<file path="src/rtl/spi_rx_capture.sv">
// SPI read-back receiver: samples the SPI master's clock, chip select and the device's sdo in the sclk domain,
// assembles MSB-first words and reports each word with its index, plus sticky done and frame-error flags.
module spi_rx_capture #(
  parameter int unsigned DATA_W   = 16,
  parameter int unsigned WORD_NUM = 32,
  parameter int unsigned ADDR_W   = 5
) (
  input  logic              sclk,
  input  logic              rst,
  input  logic              en,
  input  logic              spi_clk,
  input  logic              spi_csn,
  input  logic              spi_sdo,
  output logic [DATA_W-1:0] rx_data,
  output logic              rx_valid,
  output logic [ADDR_W-1:0] rx_addr,
  output logic              rx_done,
  output logic              frame_err
);

  localparam int unsigned BIT_W = $clog2(DATA_W) + 1;
  localparam int unsigned CNT_W = ADDR_W + 1;

  typedef enum logic [2:0] {
    S_IDLE,
    S_ARMED,
    S_SHIFT,
    S_HOLD,
    S_DONE
  } state_t;

  state_t            state, state_n;
  logic [2:0]        clk_sync, csn_sync;
  logic [1:0]        sdo_sync;
  logic [2:0]        prime;
  logic [DATA_W-1:0] shift, shift_n, shifted;
  logic [BIT_W-1:0]  bit_cnt, bit_cnt_n;
  logic [CNT_W-1:0]  word_cnt, word_cnt_n;
  logic [DATA_W-1:0] rx_data_n;
  logic [ADDR_W-1:0] rx_addr_n;
  logic              rx_valid_n, rx_done_n, frame_err_n;
  logic              clk_rise, csn_fall, csn_rise;

  // Equal-depth synchronisers; the third stage on clk/csn feeds the edge detectors
  always_ff @(posedge sclk) begin
    if (rst) begin
      clk_sync <= 3'b000;
      csn_sync <= 3'b111;
      sdo_sync <= 2'b00;
      prime    <= 3'b000;
    end else begin
      clk_sync <= {clk_sync[1:0], spi_clk};
      csn_sync <= {csn_sync[1:0], spi_csn};
      sdo_sync <= {sdo_sync[0], spi_sdo};
      prime    <= {prime[1:0], 1'b1};
    end
  end

  // Edges are masked until the chain holds real pin levels, so a csn already low
  // at reset release never looks like a fresh frame start.
  assign clk_rise = prime[2] &  clk_sync[1] & ~clk_sync[2];
  assign csn_fall = prime[2] & ~csn_sync[1] &  csn_sync[2];
  assign csn_rise = prime[2] &  csn_sync[1] & ~csn_sync[2];

  assign shifted = {shift[DATA_W-2:0], sdo_sync[1]};

  always_ff @(posedge sclk) begin
    if (rst) begin
      state     <= S_IDLE;
      shift     <= '0;
      bit_cnt   <= '0;
      word_cnt  <= '0;
      rx_data   <= '0;
      rx_valid  <= 1'b0;
      rx_addr   <= '0;
      rx_done   <= 1'b0;
      frame_err <= 1'b0;
    end else begin
      state     <= state_n;
      shift     <= shift_n;
      bit_cnt   <= bit_cnt_n;
      word_cnt  <= word_cnt_n;
      rx_data   <= rx_data_n;
      rx_valid  <= rx_valid_n;
      rx_addr   <= rx_addr_n;
      rx_done   <= rx_done_n;
      frame_err <= frame_err_n;
    end
  end

  always_comb begin
    state_n     = state;
    shift_n     = shift;
    bit_cnt_n   = bit_cnt;
    word_cnt_n  = word_cnt;
    rx_data_n   = rx_data;
    rx_valid_n  = 1'b0;
    rx_addr_n   = rx_addr;
    frame_err_n = frame_err;

    case (state)
      S_IDLE: begin
        if (en) state_n = S_ARMED;
      end
      S_ARMED: begin
        if (csn_fall) begin
          state_n   = S_SHIFT;
          bit_cnt_n = '0;
          shift_n   = '0;
        end
      end
      S_SHIFT: begin
        // A bit arriving with csn_rise is taken before the frame-end check
        if (clk_rise) begin
          shift_n   = shifted;
          bit_cnt_n = BIT_W'(bit_cnt + 1'b1);
          if (bit_cnt == BIT_W'(DATA_W - 1)) begin
            rx_data_n  = shifted;
            rx_valid_n = 1'b1;
            rx_addr_n  = word_cnt[ADDR_W-1:0];
            word_cnt_n = CNT_W'(word_cnt + 1'b1);
            if (csn_rise)
              state_n = (word_cnt_n == CNT_W'(WORD_NUM)) ? S_DONE : S_ARMED;
            else
              state_n = S_HOLD;
          end else if (csn_rise) begin
            frame_err_n = 1'b1;
            state_n     = S_ARMED;
          end
        end else if (csn_rise) begin
          frame_err_n = 1'b1;
          state_n     = S_ARMED;
        end
      end
      S_HOLD: begin
        if (clk_rise) frame_err_n = 1'b1;
        if (csn_rise)
          state_n = (word_cnt == CNT_W'(WORD_NUM)) ? S_DONE : S_ARMED;
      end
      S_DONE: begin
        state_n = S_DONE;
      end
      default: state_n = S_IDLE;
    endcase

    rx_done_n = rx_done | (state_n == S_DONE);
  end

endmodule
</file>
<file path="config.mk">
export PLATFORM = sky130hd
export DESIGN_NAME = spi_rx_capture
export DESIGN_NICKNAME = d
export VERILOG_FILES = /design/src/rtl/spi_rx_capture.sv
export SDC_FILE = /design/constraint.sdc
export NUM_CORES = 1
export LEC_CHECK = 0
export CAP_MARGIN = 25
export CORE_MARGIN = 5
export CORE_UTILIZATION = 60
export CTS_CLUSTER_SIZE = 14
export DETAILED_ROUTE_END_ITERATION = 12
export DONT_BUFFER_PORTS = 1
export PLACE_DENSITY = 0.8
export SETUP_SLACK_MARGIN = 0.15
export SLEW_MARGIN = 20
export SYNTH_ARGS = -nofsm -noshare
export SYNTH_HDL_FRONTEND = slang
export SYNTH_SLANG_ARGS = --single-unit
</file>
<file path="constraint.sdc">
create_clock -name sclk -period 2.35 [get_ports sclk]
set_input_delay 0.235 -clock sclk [delete_from_list [all_inputs] [get_ports sclk]]
set_output_delay 0.235 -clock sclk [all_outputs]
set_load 0.02 [all_outputs]
</file>
**Word-level counts from Yosys, hierarchy flattened**

Cells that the tools add are included.

- Bits in registers: 64
- Latch bits: 0
- Memory bits (writable): 0
- ROM bits: 0
- Input bits: 6
- Output and inout bits: 24
- Word-level logic and storage cells: 70
- Memories kept: 0

- Add/subtract/negate cells: 2
- Multipliers: 0
- Divide/modulo/power cells: 0
- Order comparisons: 0
- Eq/ne operators: 12
- Shift operators: 0
- Mux-type cells: 23
- Bitwise operators: 12
- Reduce and logical (&&, ||, !) cells: 7

Operator list:

| operator | count |
|---|---|
| $mux 15 | 2 |
| $pmux 15 s2 | 1 |
| $mux 3 | 9 |
| $pmux 3 s5 | 1 |
| $eq 6x6->1 const B | 2 |
| $mux 5 | 2 |
| $pmux 5 s2 | 1 |
| $reduce_and 3->1 | 3 |
| $add 6x1->6 const B | 1 |
| $and 1x1->1 | 6 |
| $eq 3x2->1 const B | 2 |
| $eq 3x3->1 const B | 2 |
| $mux 1 | 6 |
| $ne 2x2->1 const B | 3 |
| $add 5x1->5 const B | 1 |
| $eq 5x4->1 const B | 1 |
| $not 1->1 | 5 |
| $reduce_bool 2->1 | 2 |
| $eq 3x1->1 const B | 1 |
| $logic_not 3->1 | 1 |
| $ne 3x3->1 const B | 1 |
| $reduce_or 3->1 | 1 |
| $pmux 1 s2 | 1 |
| $or 1x1->1 | 1 |

**Logic depth before layout (Yosys ltp)**

- Word-level depth: 9
- Gate-level depth with buffers: 9
- Mapped depth without buffers: 8

**Worst setup path after synthesis**

OpenSTA, ideal clock, no wires.

- Path kind: flip-flop to flip-flop
- Start: reg bit_cnt[0]
- End: reg rx_done
- Setup time: 0.122 ns
- Arrival: 1.717 ns
- Required time: 2.228 ns
- Slack: 0.512 ns
- Stages on the path, launching flop included: 9
- Buffers on the path: 0
- Clock period less this slack: 1.838 ns
- Path through: dfxtp_1 -> ha_1 -> and3_1 -> ha_1 -> and3b_1 -> nand2_1 -> nor2_1 -> and2_1 -> a221o_1

- Longest elaborated chain between the ends: 6

RTL lines:

| element | line | text |
|---|---|---|
| from (decl) | 37 | `logic [BIT_W-1:0] bit_cnt, bit_cnt_n;` |
| from (signal assigned) | 81 | `bit_cnt <= bit_cnt_n;` |
| $eq 5x4->1 | 117 | `if (bit_cnt == BIT_W'(DATA_W - 1)) begin` |
| $mux 3 | 117 |  |
| $mux 3 | 114 | `if (clk_rise) begin` |
| $pmux 3 s5 | 101 | `case (state)` |
| $eq 3x3->1 | 146 | `rx_done_n = rx_done \| (state_n == S_DONE);` |
| $or 1x1->1 | 146 |  |
| to (signal assigned) | 86 | `rx_done <= rx_done_n;` |
| to (decl) | 17 | `output logic rx_done,` |

Every way passes these cells.
A chain may end at the register's enable or synchronous reset.

**Worst setup path in the final report**

- Start: reg bit_cnt[0]
- End: reg word_cnt[4]

- Longest elaborated chain between the ends: 2

RTL lines:

| element | line | text |
|---|---|---|
| $eq 5x4->1 | 117 |  |
| $reduce_and 3->1 (no line) | -- |  |
| to (signal assigned) | 82 | `word_cnt <= word_cnt_n;` |
| to (decl) | 38 | `logic [CNT_W-1:0] word_cnt, word_cnt_n;` |

Every way passes these cells.

==> flow_metrics.env <==
export IMPL_status="finished, final reports clean"
export IMPL_ys_ff_latch=64
export IMPL_dieArea_um2=5430
export IMPL_coreArea_um2=3970
export IMPL_synth_simple_area_share=0.229
export IMPL_synth_xor_area_share=0.0288
export IMPL_cp_start_kind="register"
export IMPL_htree_levels=3
export IMPL_ir_drop_mv=0.410
export IMPL_place_ws_ps=170
export IMPL_clk_latency_ps=340
export IMPL_drive_gt1_frac=0.0978
export IMPL_grt_pass1_wl_um=7380
export IMPL_insertedDiodeCount=0
export IMPL_yosysWarnings=0
export IMPL_syn_num_nets=283
export IMPL_drc_errors=0
export IMPL_synth_top_cells_by_area="dfxtp_1, nand2_1, a21oi_1"
export IMPL_slew_headroom=0.582
export IMPL_row_count=23
export IMPL_min_period_over_period=0.831
export IMPL_rsz0062_at_grt="false"
export IMPL_drv_slew=0
export IMPL_placed_cells=308
export IMPL_initial_core_util=0.613
export IMPL_cts_tree="done"
export IMPL_place_congestion=0.817
export IMPL_setup_total_negative_slack_ps=0
export IMPL_cts_sinks=64
export IMPL_syn2layout_area_growth_pct=9.71
export IMPL_wirelength_um=4420
export IMPL_cp_required_ps=2580
export IMPL_die_height_um=73.7
export IMPL_tightestPinTransition_ps=622
export IMPL_synth_area_mux_share=0.00874
export IMPL_ys_flop_type="dfxtp_1"
export IMPL_netlist_cell_type_count=39
export IMPL_end_kind="register"
export IMPL_synth_async_reset_ratio=0
export IMPL_die_width_um=73.7
export IMPL_setup_viol=0
export IMPL_fillers=326
export IMPL_hold_class="in2reg"
export IMPL_synth_compound_gate_area_share=0.137
export IMPL_postCtsSetupBuffers=0
export IMPL_syn_cell_area_um2=2430
export IMPL_ant_nets=0
export IMPL_clk_pin_slew_worst_paths_ps=60
export IMPL_hpwl_um=2720
export IMPL_place_area_um2=2430
export IMPL_synth_edf_count=0
export IMPL_ys_seq_area_frac=0.526
export IMPL_drv_cap=0
export IMPL_cts_made_buffers=9
export IMPL_grt_max_degree=60
export IMPL_root_buffer="clkbuf_8"
export IMPL_synth_top_family_by_area="simple AND/OR/NAND/NOR gates"
export IMPL_cp_max_fo=19
export IMPL_max_freq_mhz=512
export IMPL_finalNonFillerCells=326
export IMPL_fin_area_um2=2670
export IMPL_drt_iter0_drc=137
export IMPL_p_leak_nw=0.958
export IMPL_clock_skew_ps=5.80
export IMPL_hold_viol_final=0
export IMPL_worstSetupPathType="reg2reg"
export IMPL_num_vias=1797
export IMPL_track_usage=0.181
export IMPL_synth_avg_cell_area_um2=8.95
export IMPL_synth_cells=272
export IMPL_nNetsFinal=284
export IMPL_antenna_found_initial=0
export IMPL_multi_input_area_um2=1050
export IMPL_drtPass1Iterations=5
export IMPL_crit_arrival_ps=2180
export IMPL_vias_per_cell=5.51
export IMPL_setup_ws_ps=396
export IMPL_grt_pass1_vias=1590
export IMPL_yosysTopAreaCellShare=0.526
export IMPL_clockBufferDepth=2
export IMPL_period_needed_ps=1950
export IMPL_portBuffers=0
export IMPL_wire_per_inst_um=13.5
export IMPL_ioPinCount=30
export IMPL_fin_util=0.673
export IMPL_power_density_nw_per_um2=769
export IMPL_grt_overflow=0
export IMPL_synth_adder_area_share=0.0257
export IMPL_seq_area_um2=1280
export IMPL_yosys_area_top_type="dfxtp_1"
cell usage after synthesis (3+ instances only):
| master | n |
|---|---|
| dfxtp_1 | 64 |
| nand2_1 | 53 |
| nor2_1 | 30 |
| a21oi_1 | 25 |
| a22oi_1 | 16 |
| nor2b_1 | 11 |
| clkbuf_1 | 8 |
| buf_2 | 6 |
| ha_1 | 5 |
| nor3_1 | 5 |
| inv_1 | 4 |
| xnor2_1 | 4 |
| xor2_1 | 4 |
| buf_6 | 3 |
| nand4_1 | 3 |
| o21ai_0 | 3 |
| or2_2 | 3 |
metal layers:
layer,part of all wire,global-route usage
met5,0,0
met4,0.016,0.0664
met3,0.074,0.0889
met2,0.45,0.273
met1,0.46,0.223
kinds of logic after synthesis:
kind of cell,Yosys count
simple gates,119
flops,64
compound gates,53
buf+inv,21
xor+xnor,8
fa+ha+maj,5
mux,2
stage by stage:
step	total power, mW	hold slack, ps
after floorplan	1.15	339
after global placement	1.14	310
after detailed placement	1.14	314
after CTS	2.07	8.80
after global routing	2.13	18.8
final	2.06	24.6
layout make-up:
class                           instances  area share
Multi-Input combinational cell        187       0.392
Tap cell                               50      0.0234
Sequential cell                        64       0.480
Clock buffer                           11      0.0567
Inverter                                4     0.00562
Clock inverter                          3      0.0159
Timing Repair Buffer                    7      0.0272
power by group:
group	leakage, nW	total, mW	internal (mW)	switching (mW)
logic	0.342	0.0357	0.0147	0.0210
registers	0.518	1.10	1.09	0.00596
clock network	0.0973	0.919	0.533	0.386
timing repair:
action                                  in CTS  in global routing
hold buffers                                 3                  1
endpoints found under the hold margin       60                  1
resized for setup                            0                  1
endpoints found under the setup margin       0                 17
worst max-delay path, stage by stage, from the launching register on:
cell and delay, ps:
dfxtp_1 370, ha_1 170, and3_1 160, ha_1 200
and3b_1 190, and2_2 380, nand4_1 160, xor2_1 160
nor2_1 50
state kept, by name (all words and copies together), names as in the netlist, 2 cells and up:
register and count:
shift 15, bit_cnt 5, word_cnt 6, csn_sync 3, clk_sync 3, state 3
rx_addr 5, sdo_sync 2, rx_data 16, prime 3
worst paths after layout:
path              start          end  slack, ps  cells after the start
max          bit_cnt[0]  word_cnt[4]        400                      8
min             spi_clk  clk_sync[0]         20                      1
max reg2reg  bit_cnt[0]  word_cnt[4]        400                      8
min reg2reg    prime[0]     prime[1]        440                      1
cell usage in the layout, fill, tap and decap left out, drive strengths merged, types with 2 or more instances in the layout:
cell	instances
inv	4
and2	3
dlygate4sd3	3
xor2	4
a22oi	16
o21ai	3
buf	4
xnor2	4
nor2b	11
nor2	31
clkbuf	11
a21oi	26
nand2	53
ha	5
nor3	5
nand4	3
dfxtp	64
and3	2
nand3	2
or2	3
Power figures use the tool's default switching activity.
